`config.mk`:
```
export PLATFORM = sky130hd
export DESIGN_NAME = log_conv_pipe
export DESIGN_NICKNAME = d
export VERILOG_FILES = /design/src/rtl/log_pkg.sv /design/src/rtl/lod_param.sv /design/src/rtl/log_conv_pipe.sv
export SDC_FILE = /design/constraint.sdc
export NUM_CORES = 1
export LEC_CHECK = 0
export ABC_CLOCK_PERIOD_IN_PS = 2450
export CORE_ASPECT_RATIO = 0.5
export CORE_MARGIN = 1.5
export CORE_UTILIZATION = 38
export DETAILED_ROUTE_END_ITERATION = 8
export PLACE_DENSITY_LB_ADDON = 0.3
export RECOVER_POWER = 25
export SYNTH_ARGS = -nofsm -noshare
export SYNTH_HDL_FRONTEND = slang
export SYNTH_SLANG_ARGS = --single-unit
```
`constraint.sdc`:
```
create_clock -name clk -period 2.45 [get_ports clk]
set_input_delay 0.3675 -clock clk [delete_from_list [all_inputs] [get_ports clk]]
set_output_delay 0.3675 -clock clk [all_outputs]
set_load 0.03 [all_outputs]
```
`src/rtl/log_pkg.sv`:
```
// Shared helpers for the log-domain converter: width derivation and
// packing of the {exponent, fraction} log word.
package log_pkg;

  function automatic int clog2(input int value);
    int r;
    r = 0;
    while ((1 << r) < value) r++;
    return r;
  endfunction

  // Signed exponent must span pos - QP for any pos in 0..WIDTH-1 plus a round carry.
  function automatic int exp_width(input int width);
    return clog2(width) + 2;
  endfunction

  function automatic logic [63:0] pack_log(input logic [31:0] exp_val,
                                           input logic [31:0] frac_val,
                                           input int          frac_w);
    return ({32'b0, exp_val} << frac_w) | {32'b0, frac_val};
  endfunction

endpackage

```
`src/rtl/lod_param.sv`:
```
// Parametrised leading-one detector: position of the highest set bit and a
// non-zero flag.
module lod_param
  import log_pkg::*;
#(
  parameter int  WIDTH = 16,
  localparam int POS_W = clog2(WIDTH)
) (
  input  logic [WIDTH-1:0] data,
  output logic [POS_W-1:0] pos,
  output logic             nz
);

  // NOTE: pos gets a default before the loop so no path leaves it unassigned (no latch).
  always_comb begin
    pos = '0;
    for (int i = 0; i < WIDTH; i++) begin
      if (data[i]) pos = POS_W'(i);
    end
  end

  assign nz = |data;

endmodule

```
`src/rtl/log_conv_pipe.sv`:
```
// Three-stage signed fixed-point to sign + log-domain converter with a
// valid/ready stream and a single global stall.
module log_conv_pipe
  import log_pkg::*;
#(
  parameter int  WIDTH  = 16,
  parameter int  QP     = 12,
  parameter int  FRAC_W = 12,
  parameter int  ROUND  = 0,
  localparam int EXP_W  = exp_width(WIDTH),
  localparam int LOG_W  = EXP_W + FRAC_W
) (
  input  logic             clk,
  input  logic             rst_n,
  input  logic [WIDTH-1:0] in_data,
  input  logic             in_valid,
  output logic             in_ready,
  output logic [LOG_W-1:0] out_log,
  output logic             out_sign,
  output logic             out_nz,
  output logic             out_valid,
  input  logic             out_ready
);

  localparam int POS_W = clog2(WIDTH);
  localparam int EXT_W = WIDTH + FRAC_W;

  logic adv;
  assign adv      = !out_valid || out_ready;
  assign in_ready = adv;

  // S1: sign and magnitude; the most-negative input maps to 2^(WIDTH-1) unsigned.
  logic             v1, sign1;
  logic [WIDTH-1:0] abs1;

  // NOTE: all pipeline state uses non-blocking assignments so every stage samples pre-edge values.
  always_ff @(posedge clk or negedge rst_n) begin
    if (!rst_n) begin
      v1    <= 1'b0;
      sign1 <= 1'b0;
      abs1  <= '0;
    end else if (adv) begin
      v1    <= in_valid;
      sign1 <= in_data[WIDTH-1];
      abs1  <= in_data[WIDTH-1] ? (~in_data + WIDTH'(1)) : in_data;
    end
  end

  // S2: normalise so the leading one sits at the MSB; only the bits below it are kept.
  logic [POS_W-1:0] lod_pos;
  logic             lod_nz;
  logic [POS_W-1:0] shamt;

  lod_param #(.WIDTH(WIDTH)) u_lod (
    .data (abs1),
    .pos  (lod_pos),
    .nz   (lod_nz)
  );

  assign shamt = POS_W'(WIDTH - 1) - lod_pos;

  logic             v2, sign2, nz2;
  logic [POS_W-1:0] pos2;
  logic [WIDTH-2:0] norm2;

  always_ff @(posedge clk or negedge rst_n) begin
    if (!rst_n) begin
      v2    <= 1'b0;
      sign2 <= 1'b0;
      nz2   <= 1'b0;
      pos2  <= '0;
      norm2 <= '0;
    end else if (adv) begin
      v2    <= v1;
      sign2 <= sign1;
      nz2   <= lod_nz;
      pos2  <= lod_pos;
      norm2 <= (WIDTH-1)'(abs1 << shamt);
    end
  end

  // S3: fraction is the top FRAC_W bits below the leading one, zero-padded when short.
  logic [EXT_W-1:0]  ext;
  logic [FRAC_W-1:0] frac_t, frac_d;
  logic              rbit;
  logic [EXP_W-1:0]  exp_raw, exp_d;

  assign ext     = {norm2, {(FRAC_W + 1){1'b0}}};
  assign frac_t  = FRAC_W'(ext >> (EXT_W - FRAC_W));
  assign rbit    = ext[EXT_W-1-FRAC_W];
  assign exp_raw = {{(EXP_W - POS_W){1'b0}}, pos2} - EXP_W'(QP);

  always_comb begin
    frac_d = frac_t;
    exp_d  = exp_raw;
    if (ROUND != 0 && rbit) begin
      if (&frac_t) begin
        frac_d = '0;
        exp_d  = exp_raw + EXP_W'(1);
      end else begin
        frac_d = frac_t + FRAC_W'(1);
      end
    end
  end

  always_ff @(posedge clk or negedge rst_n) begin
    if (!rst_n) begin
      out_valid <= 1'b0;
      out_log   <= '0;
      out_sign  <= 1'b0;
      out_nz    <= 1'b0;
    end else if (adv) begin
      out_valid <= v2;
      out_nz    <= nz2;
      out_sign  <= nz2 & sign2;
      out_log   <= nz2 ? LOG_W'(pack_log(32'(exp_d), 32'(frac_d), FRAC_W)) : '0;
    end
  end

endmodule

```
Word-level counts from Yosys, hierarchy flattened
Cells that the tools add are included.
Operators by class
  shift operators: 1
  magnitude comparators: 0
  $mul: 0
  mux-type cells: 17
  divide/modulo/power cells: 0
  bitwise operators: 3
  add/subtract/negate cells: 3
  reductions and logical operators: 3
  eq/ne operators: 0
Operator list (count)
  $mux W4: 8
  $mux W18: 1
  $or A18 B12 Y18: 1
  $add A16 B1 Y16 const B: 1
  $mux W16: 1
  $not A16 Y16: 1
  $reduce_or A16 Y1: 1
  $shl A16 B4 Y15: 1
  $mux W3: 4
  $sub A4 B4 Y5 const B: 1
  $mux W2: 2
  $sub A4 B4 Y4 const A: 1
  $and A1 B1 Y1: 1
  $logic_not A1 Y1: 1
  $logic_or A1 B1 Y1: 1
  $mux W1: 1
Word-level totals
  memories kept: 0
  output and inout bits: 22
  logic and storage cells: 39
  memory bits (read-only): 0
  memory bits (writable): 0
  register bits: 61
  input port bits: 20
  latch bits: 0

Depth between registers and ports, before layout
  depth after elaboration: 17
  depth in mapped cells: 9
  depth with buffers taken out: 8

By module
From an unflattened synthesis, not the netlist that was laid out.
Unflattened totals
  cell total of the unflattened synthesis: 353
  area, all modules: 3108.0 sq um
Modules (own cells, without submodules)
  log_conv_pipe: cells an instance 325, times used 1, area an instance 2937.8 sq um, sequential area each 1426.4 sq um
  lod_param: cells an instance 28, times used 1, area an instance 170.2 sq um, sequential area each 0.0 sq um

Least setup slack after synthesis
Ideal clock, no wire load.
  path kind: reg2reg
  start: register abs1[1]
  end: register norm2[6]
  period minus slack after synthesis: 1951 ps
  data arrival time: 1825 ps
  data required time: 2324 ps
  library setup time: 126 ps
  slack: 499 ps
  cell stages (with the launch flop): 8
  cell sequence: dfrtp_1 -> nor2b_1 -> o21ai_1 -> o2111ai_2 -> nand2_4 -> mux2i_1 -> a211oi_1 -> a221o_1
On the way
  cells in the longest elaborated chain, start to end: 17
Ends and longest elaborated chain
  start: declaration: RTL line log_conv_pipe.sv:34  | logic [WIDTH-1:0] abs1;
  start signal: assignment: RTL line log_conv_pipe.sv:45  | abs1 <= in_data[WIDTH-1] ? (~in_data + WIDTH'(1)) : in_data;
  $mux W1: RTL line lod_param.sv:18  | if (data[i]) pos = POS_W'(i);
  $mux W2 (2 in series): RTL line lod_param.sv:18
  $mux W3 (4 in series): RTL line lod_param.sv:18
  $mux W4 (8 in series): RTL line lod_param.sv:18
  $sub A4 B4 Y4: RTL line log_conv_pipe.sv:60  | assign shamt = POS_W'(WIDTH - 1) - lod_pos;
  $shl A16 B4 Y15 *: RTL line log_conv_pipe.sv:78  | norm2 <= (WIDTH-1)'(abs1 << shamt);
  end signal: assignment: RTL line log_conv_pipe.sv:78
  end: declaration: RTL line log_conv_pipe.sv:64  | logic [WIDTH-2:0] norm2;
Mark *: on every way between the ends. The rest lies on a longest branch, timed or not.
A chain may end at the register's enable or synchronous reset.

Worst setup path in the final report
  start: register abs1[14]
  end: register norm2[8]
On the way
  cells in the longest elaborated chain, start to end: 4
Ends and longest elaborated chain (RTL line)
  $mux W4 (2 in series): lod_param.sv:18
  $sub A4 B4 Y4: log_conv_pipe.sv:60
  $shl A16 B4 Y15 *: log_conv_pipe.sv:78
Marked as above.

==> results <==
- The switching share of total power is 0.4140.
- Setup repair after global routing left no endpoint under its margin.
- The final period utilization is 0.9022.
- The clock passes through at most 2 buffers.
- The total global routing track utilization is 0.1926.
- The flow ran to the end, and the final reports show no timing, DRC or antenna violations.
- For the pin with the worst max-slew slack, the measured transition is around 1.3 ns.
- Buffers inserted during clock tree synthesis total 9.
- The cell at the slowest stage of the critical path is sky130_fd_sc_hd__dfrtp_1.
- On the worst path, the slowest cell contributes a delay of between 0.4 and 0.5 ns.
- The die extent in y is between 60 and 70 µm.
- The area inside the core boundary is 0.008173 mm².
- The distinct cell type count after synthesis is 64.
- Counting flops with an async set or reset pin after synthesis yields a share of 1.000.
- The maximum VDD drop is 482.9 µV.
- After clock tree synthesis, the clock-pin slew on the worst setup and hold paths is 0.05 ns.
- Ranked by total cell area, the synthesized netlist is headed by sky130_fd_sc_hd__dfrtp_1, sky130_fd_sc_hd__nand2_1, sky130_fd_sc_hd__nand3_1, sky130_fd_sc_hd__o21ai_0, sky130_fd_sc_hd__nor2_1.
- Along the worst path, the maximum fanout reaches 9.
- The endpoint class of the critical path is a flop.
- The share of the Yosys chip area taken by registers is 0.4361.
- The synthesized design spends more area on one cell type than any other, namely sky130_fd_sc_hd__dfrtp_1.
- The total internal power is roughly 3 mW.
- The layout overhead on the synthesized area is 25.21%.
- The count of nets left with antenna violations once routing finished came out at 0.
- The mapped netlist covers ~0.0033 mm².
- The layout has between 800 and 900 filler cells.
- Grouping stages by cell kind, the critical path spends the most delay in simple AND/OR/NAND/NOR gates.
- The placer's final routability congestion estimate is a little under 0.9.
- For this block, the initial DRC count from the detailed router was 194.
- For this run, the leading register cell type out of synthesis is sky130_fd_sc_hd__dfrtp_1.
- The first-pass GRT wire length is about 13000 µm.
- Setup violations remaining at the end of the flow were counted as 0.
- The number of antenna repair diodes is 0.
- The standby leakage power is 1.755 nW.
- The average vias per placed instance is 5.335.
- Counting flops with a built-in enable in the synthesized netlist gives 0.
- STA classifies the critical path startpoint as a flop.
- The reported max-cap violation count is 0.
- The detailed placement HPWL is 5930 µm.
- The overall die width is 134.2 µm.
- The area enclosed by the die boundary is 0.009206 mm².
- The via count of the first global-routing pass is 2583.
- The mean cell area of the mapped netlist is 8.386 µm².
- The number of antenna violations at the first check in global routing is 0.
- In the routed design, unresolved DRC markers number 0.
- In this run the post-CTS setup repair buffer count came out at 0.
- In this run the worst hold path is classified as in2async.
- The hold buffer count at CTS is 0.
- For the worst setup path, the data arrival time is 2.45 ns.
- The setup TNS is 0 ns.
- The synthesized instance count is 390.
- The signal on the critical path passes through nor2_1 -> nand2_1 -> nor2_1 -> nand3_1 -> nor2_1 -> o32ai_1 -> a31oi_1.
- During synthesis, Yosys emitted a total of 0 warnings.
- Buffers placed on the I/O ports in this run total slightly above 40.
- After clock tree synthesis, the repair step resized 0 gates.
- The top-area cell type share of the netlist area is 0.4361.
- The setup skew after layout is 0.008224 ns.
- The headroom to the max-slew limit is 0.1153.
- Of the total power, the clock network draws 0.228.
- The pre-antenna-repair detailed-routing pass consisted of 5 iterations.
- The power per standard cell area is around 1300 mW/mm².
- The analysis attributes to net switching a power of 2.125 mW.
- The vias after detailed routing is between 2000 and 3000.
- The effective utilization at floorplan is 0.4002.
- The worst path in the final design needs a cycle of 2.210 ns, including I/O delays and setup.
- The routed design has 8171 µm of wire.
- Of the total power, registers draw 0.315.
- The number of hold violations in the final report came to 0.
- Of the total power, combinational logic draws 0.457.
- The H-tree was split into 3 levels.
- For this design the top-level I/O count stands at 42.
- The total congestion overflow is 0.
- The worst setup path is of the reg2reg kind.
- Counting both buffers and inverters, the worst setup path holds a total of 0.
- The site row count is 23.
- The average detailed-routed wire length per instance is roughly 15 µm.
- The clock latency at the later pin of the worst-skew pair is 0.33 ns.
- The required arrival time at the worst endpoint is 2.69 ns.
- The maximum clock frequency is 452.4 MHz.
- The root buffer selected by CTS is sky130_fd_sc_hd__clkbuf_16.
- In this run, synthesis produced a sequential element count of 57.
- The CTS tree is done.
- The net count of the finished layout is 454.
- The post-layout total power is 5.133 mW.
- The count of final max-slew check failures came to 0.
- The number of sinks handled by clock tree synthesis is 57.
- The maximum number of pins on one net before global-route repair is 67.
- Of the cells placed in the final design, the portion with a size suffix greater than 1 is 0.1007.
- Counting stages on the worst path, the most repeated cell is sky130_fd_sc_hd__nor2_1.
- Synthesis produced a netlist with a net count of slightly above 400.
## routing by layer
layer  vias up  global-route usage  routed length [µm]
li1       1463                   -                   -
met1      1373              0.2820                4307
met2        87              0.2712                3326
met3         6             0.05044                 454
met4         0             0.07124                  82
met5         -                   0                   0
## registers in the layout, indices dropped and copies added, names as in the netlist
name       count
v2             1
sign2          1
norm2         12
v1             1
sign1          1
pos2           4
out_nz         1
out_sign       1
abs1          16
out_valid      1
nz2            1
out_log       17
## Yosys cell counts, types with 2 or more instances
cell and number:
sky130_fd_sc_hd__o21a_1 2, sky130_fd_sc_hd__a21oi_1 9, sky130_fd_sc_hd__a32oi_1 4, sky130_fd_sc_hd__o21ai_1 3
sky130_fd_sc_hd__o211ai_1 2, sky130_fd_sc_hd__ha_1 2, sky130_fd_sc_hd__nand3b_1 2, sky130_fd_sc_hd__o221ai_1 2
sky130_fd_sc_hd__o22ai_1 2, sky130_fd_sc_hd__o21ai_0 31, sky130_fd_sc_hd__a211o_1 3, sky130_fd_sc_hd__nand3_1 36
sky130_fd_sc_hd__nor4_1 3, sky130_fd_sc_hd__a21boi_0 2, sky130_fd_sc_hd__nor3_1 6, sky130_fd_sc_hd__nand2b_1 2
sky130_fd_sc_hd__nor2b_1 4, sky130_fd_sc_hd__nand2_1 95, sky130_fd_sc_hd__a22oi_1 2, sky130_fd_sc_hd__o21ai_2 3
sky130_fd_sc_hd__inv_1 7, sky130_fd_sc_hd__o31ai_1 5, sky130_fd_sc_hd__clkbuf_1 12, sky130_fd_sc_hd__buf_4 3
sky130_fd_sc_hd__xnor2_1 3, sky130_fd_sc_hd__xor2_1 10, sky130_fd_sc_hd__or3_1 2, sky130_fd_sc_hd__mux2i_1 3
sky130_fd_sc_hd__dfrtp_1 57, sky130_fd_sc_hd__buf_2 2, sky130_fd_sc_hd__buf_1 2, sky130_fd_sc_hd__nor2_1 29
sky130_fd_sc_hd__buf_6 3, sky130_fd_sc_hd__a211oi_1 4, sky130_fd_sc_hd__a31oi_1 4
## power groups by stage
| stage | registers (mW) | clock network (mW) | logic, mW |
|---|---|---|---|
| after global routing | 1.68 | 1.23 | 2.57 |
| after CTS | 1.62 | 1.19 | 2.35 |
| after floorplan | 1.83 | 0 | 1.32 |
| after global placement | 1.62 | 0 | 2.33 |
| final | 1.62 | 1.17 | 2.35 |
| after detailed placement | 1.63 | 0 | 2.34 |
## stage by stage
stage | worst slack (ns) | hold slack [ns] | cells | util | area [µm²]
final | 0.2395 | 0.3253 | 549 | 0.5011 | 4095
after global routing | 0.1056 | 0.4523 | 549 | 0.5011 | 4095
after CTS | 0.2705 | 0.04236 | 549 | 0.5021 | 4104
after detailed placement | 0.2112 | 0.3930 | 533 | 0.4674 | 3820
after global placement | 0.2316 | 0.3888 | 533 | 0.4674 | 3820
after floorplan | 0.4990 | 0.07191 | 390 | - | 3271
## worst paths after layout
check                      cells past startpoint         end  slack (ns)       start
min in group clk                               2  out_log[7]        0.46  out_log[7]
min                                            1  out_log[7]        0.33       rst_n
min reg2reg                                    2  out_log[7]        0.46  out_log[7]
max in group asynchronous                      2    norm2[5]        0.68       rst_n
max reg2reg                                    7    norm2[8]        0.24    abs1[14]
max                                            7    norm2[8]        0.24    abs1[14]
## final cells by class
class                      count  area (µm²)  share of cell area
inverter                       7       26.28            0.006416
clock buffer                  12       256.5             0.06263
tap                          112       140.1             0.03422
sequential                    57        1426              0.3483
timing repair buffer          54       516.7              0.1262
multi-input combinational    303        1702              0.4155
clock inverter                 4       27.53            0.006722
## worst register-to-register path: cells and delay by family (launching register included)
kind | cells | cell delay [ns]
simple gates | 5 | 1.37
flops | 1 | 0.48
compound gates | 2 | 0.27
## cells by family after synthesis
logic type / count (synthesis) / share of synthesized area
xor+xnor: 13 / 0.03481
fa+ha+maj: 2 / 0.007650
flops: 57 / 0.4361
mux: 6 / 0.02142
simple gates: 190 / 0.2613
compound gates: 92 / 0.1928
buf+inv: 30 / 0.04591
## cell usage in the layout (no fill, tap or decap), types with 4 or more instances in the layout
master,count
sky130_fd_sc_hd__a31oi_1,4
sky130_fd_sc_hd__o31ai_1,5
sky130_fd_sc_hd__nor2_1,29
sky130_fd_sc_hd__a211oi_1,4
sky130_fd_sc_hd__nand2_1,95
sky130_fd_sc_hd__a21oi_1,9
sky130_fd_sc_hd__inv_1,7
sky130_fd_sc_hd__dfrtp_1,57
sky130_fd_sc_hd__clkbuf_1,4
sky130_fd_sc_hd__clkdlybuf4s50_1,39
sky130_fd_sc_hd__o21ai_0,31
sky130_fd_sc_hd__xor2_1,10
sky130_fd_sc_hd__buf_4,10
sky130_fd_sc_hd__clkbuf_16,9
sky130_fd_sc_hd__nand3_1,36
sky130_fd_sc_hd__a32oi_1,4
sky130_fd_sc_hd__nor3_1,6
Note: power is estimated with default switching activity, not from simulation.
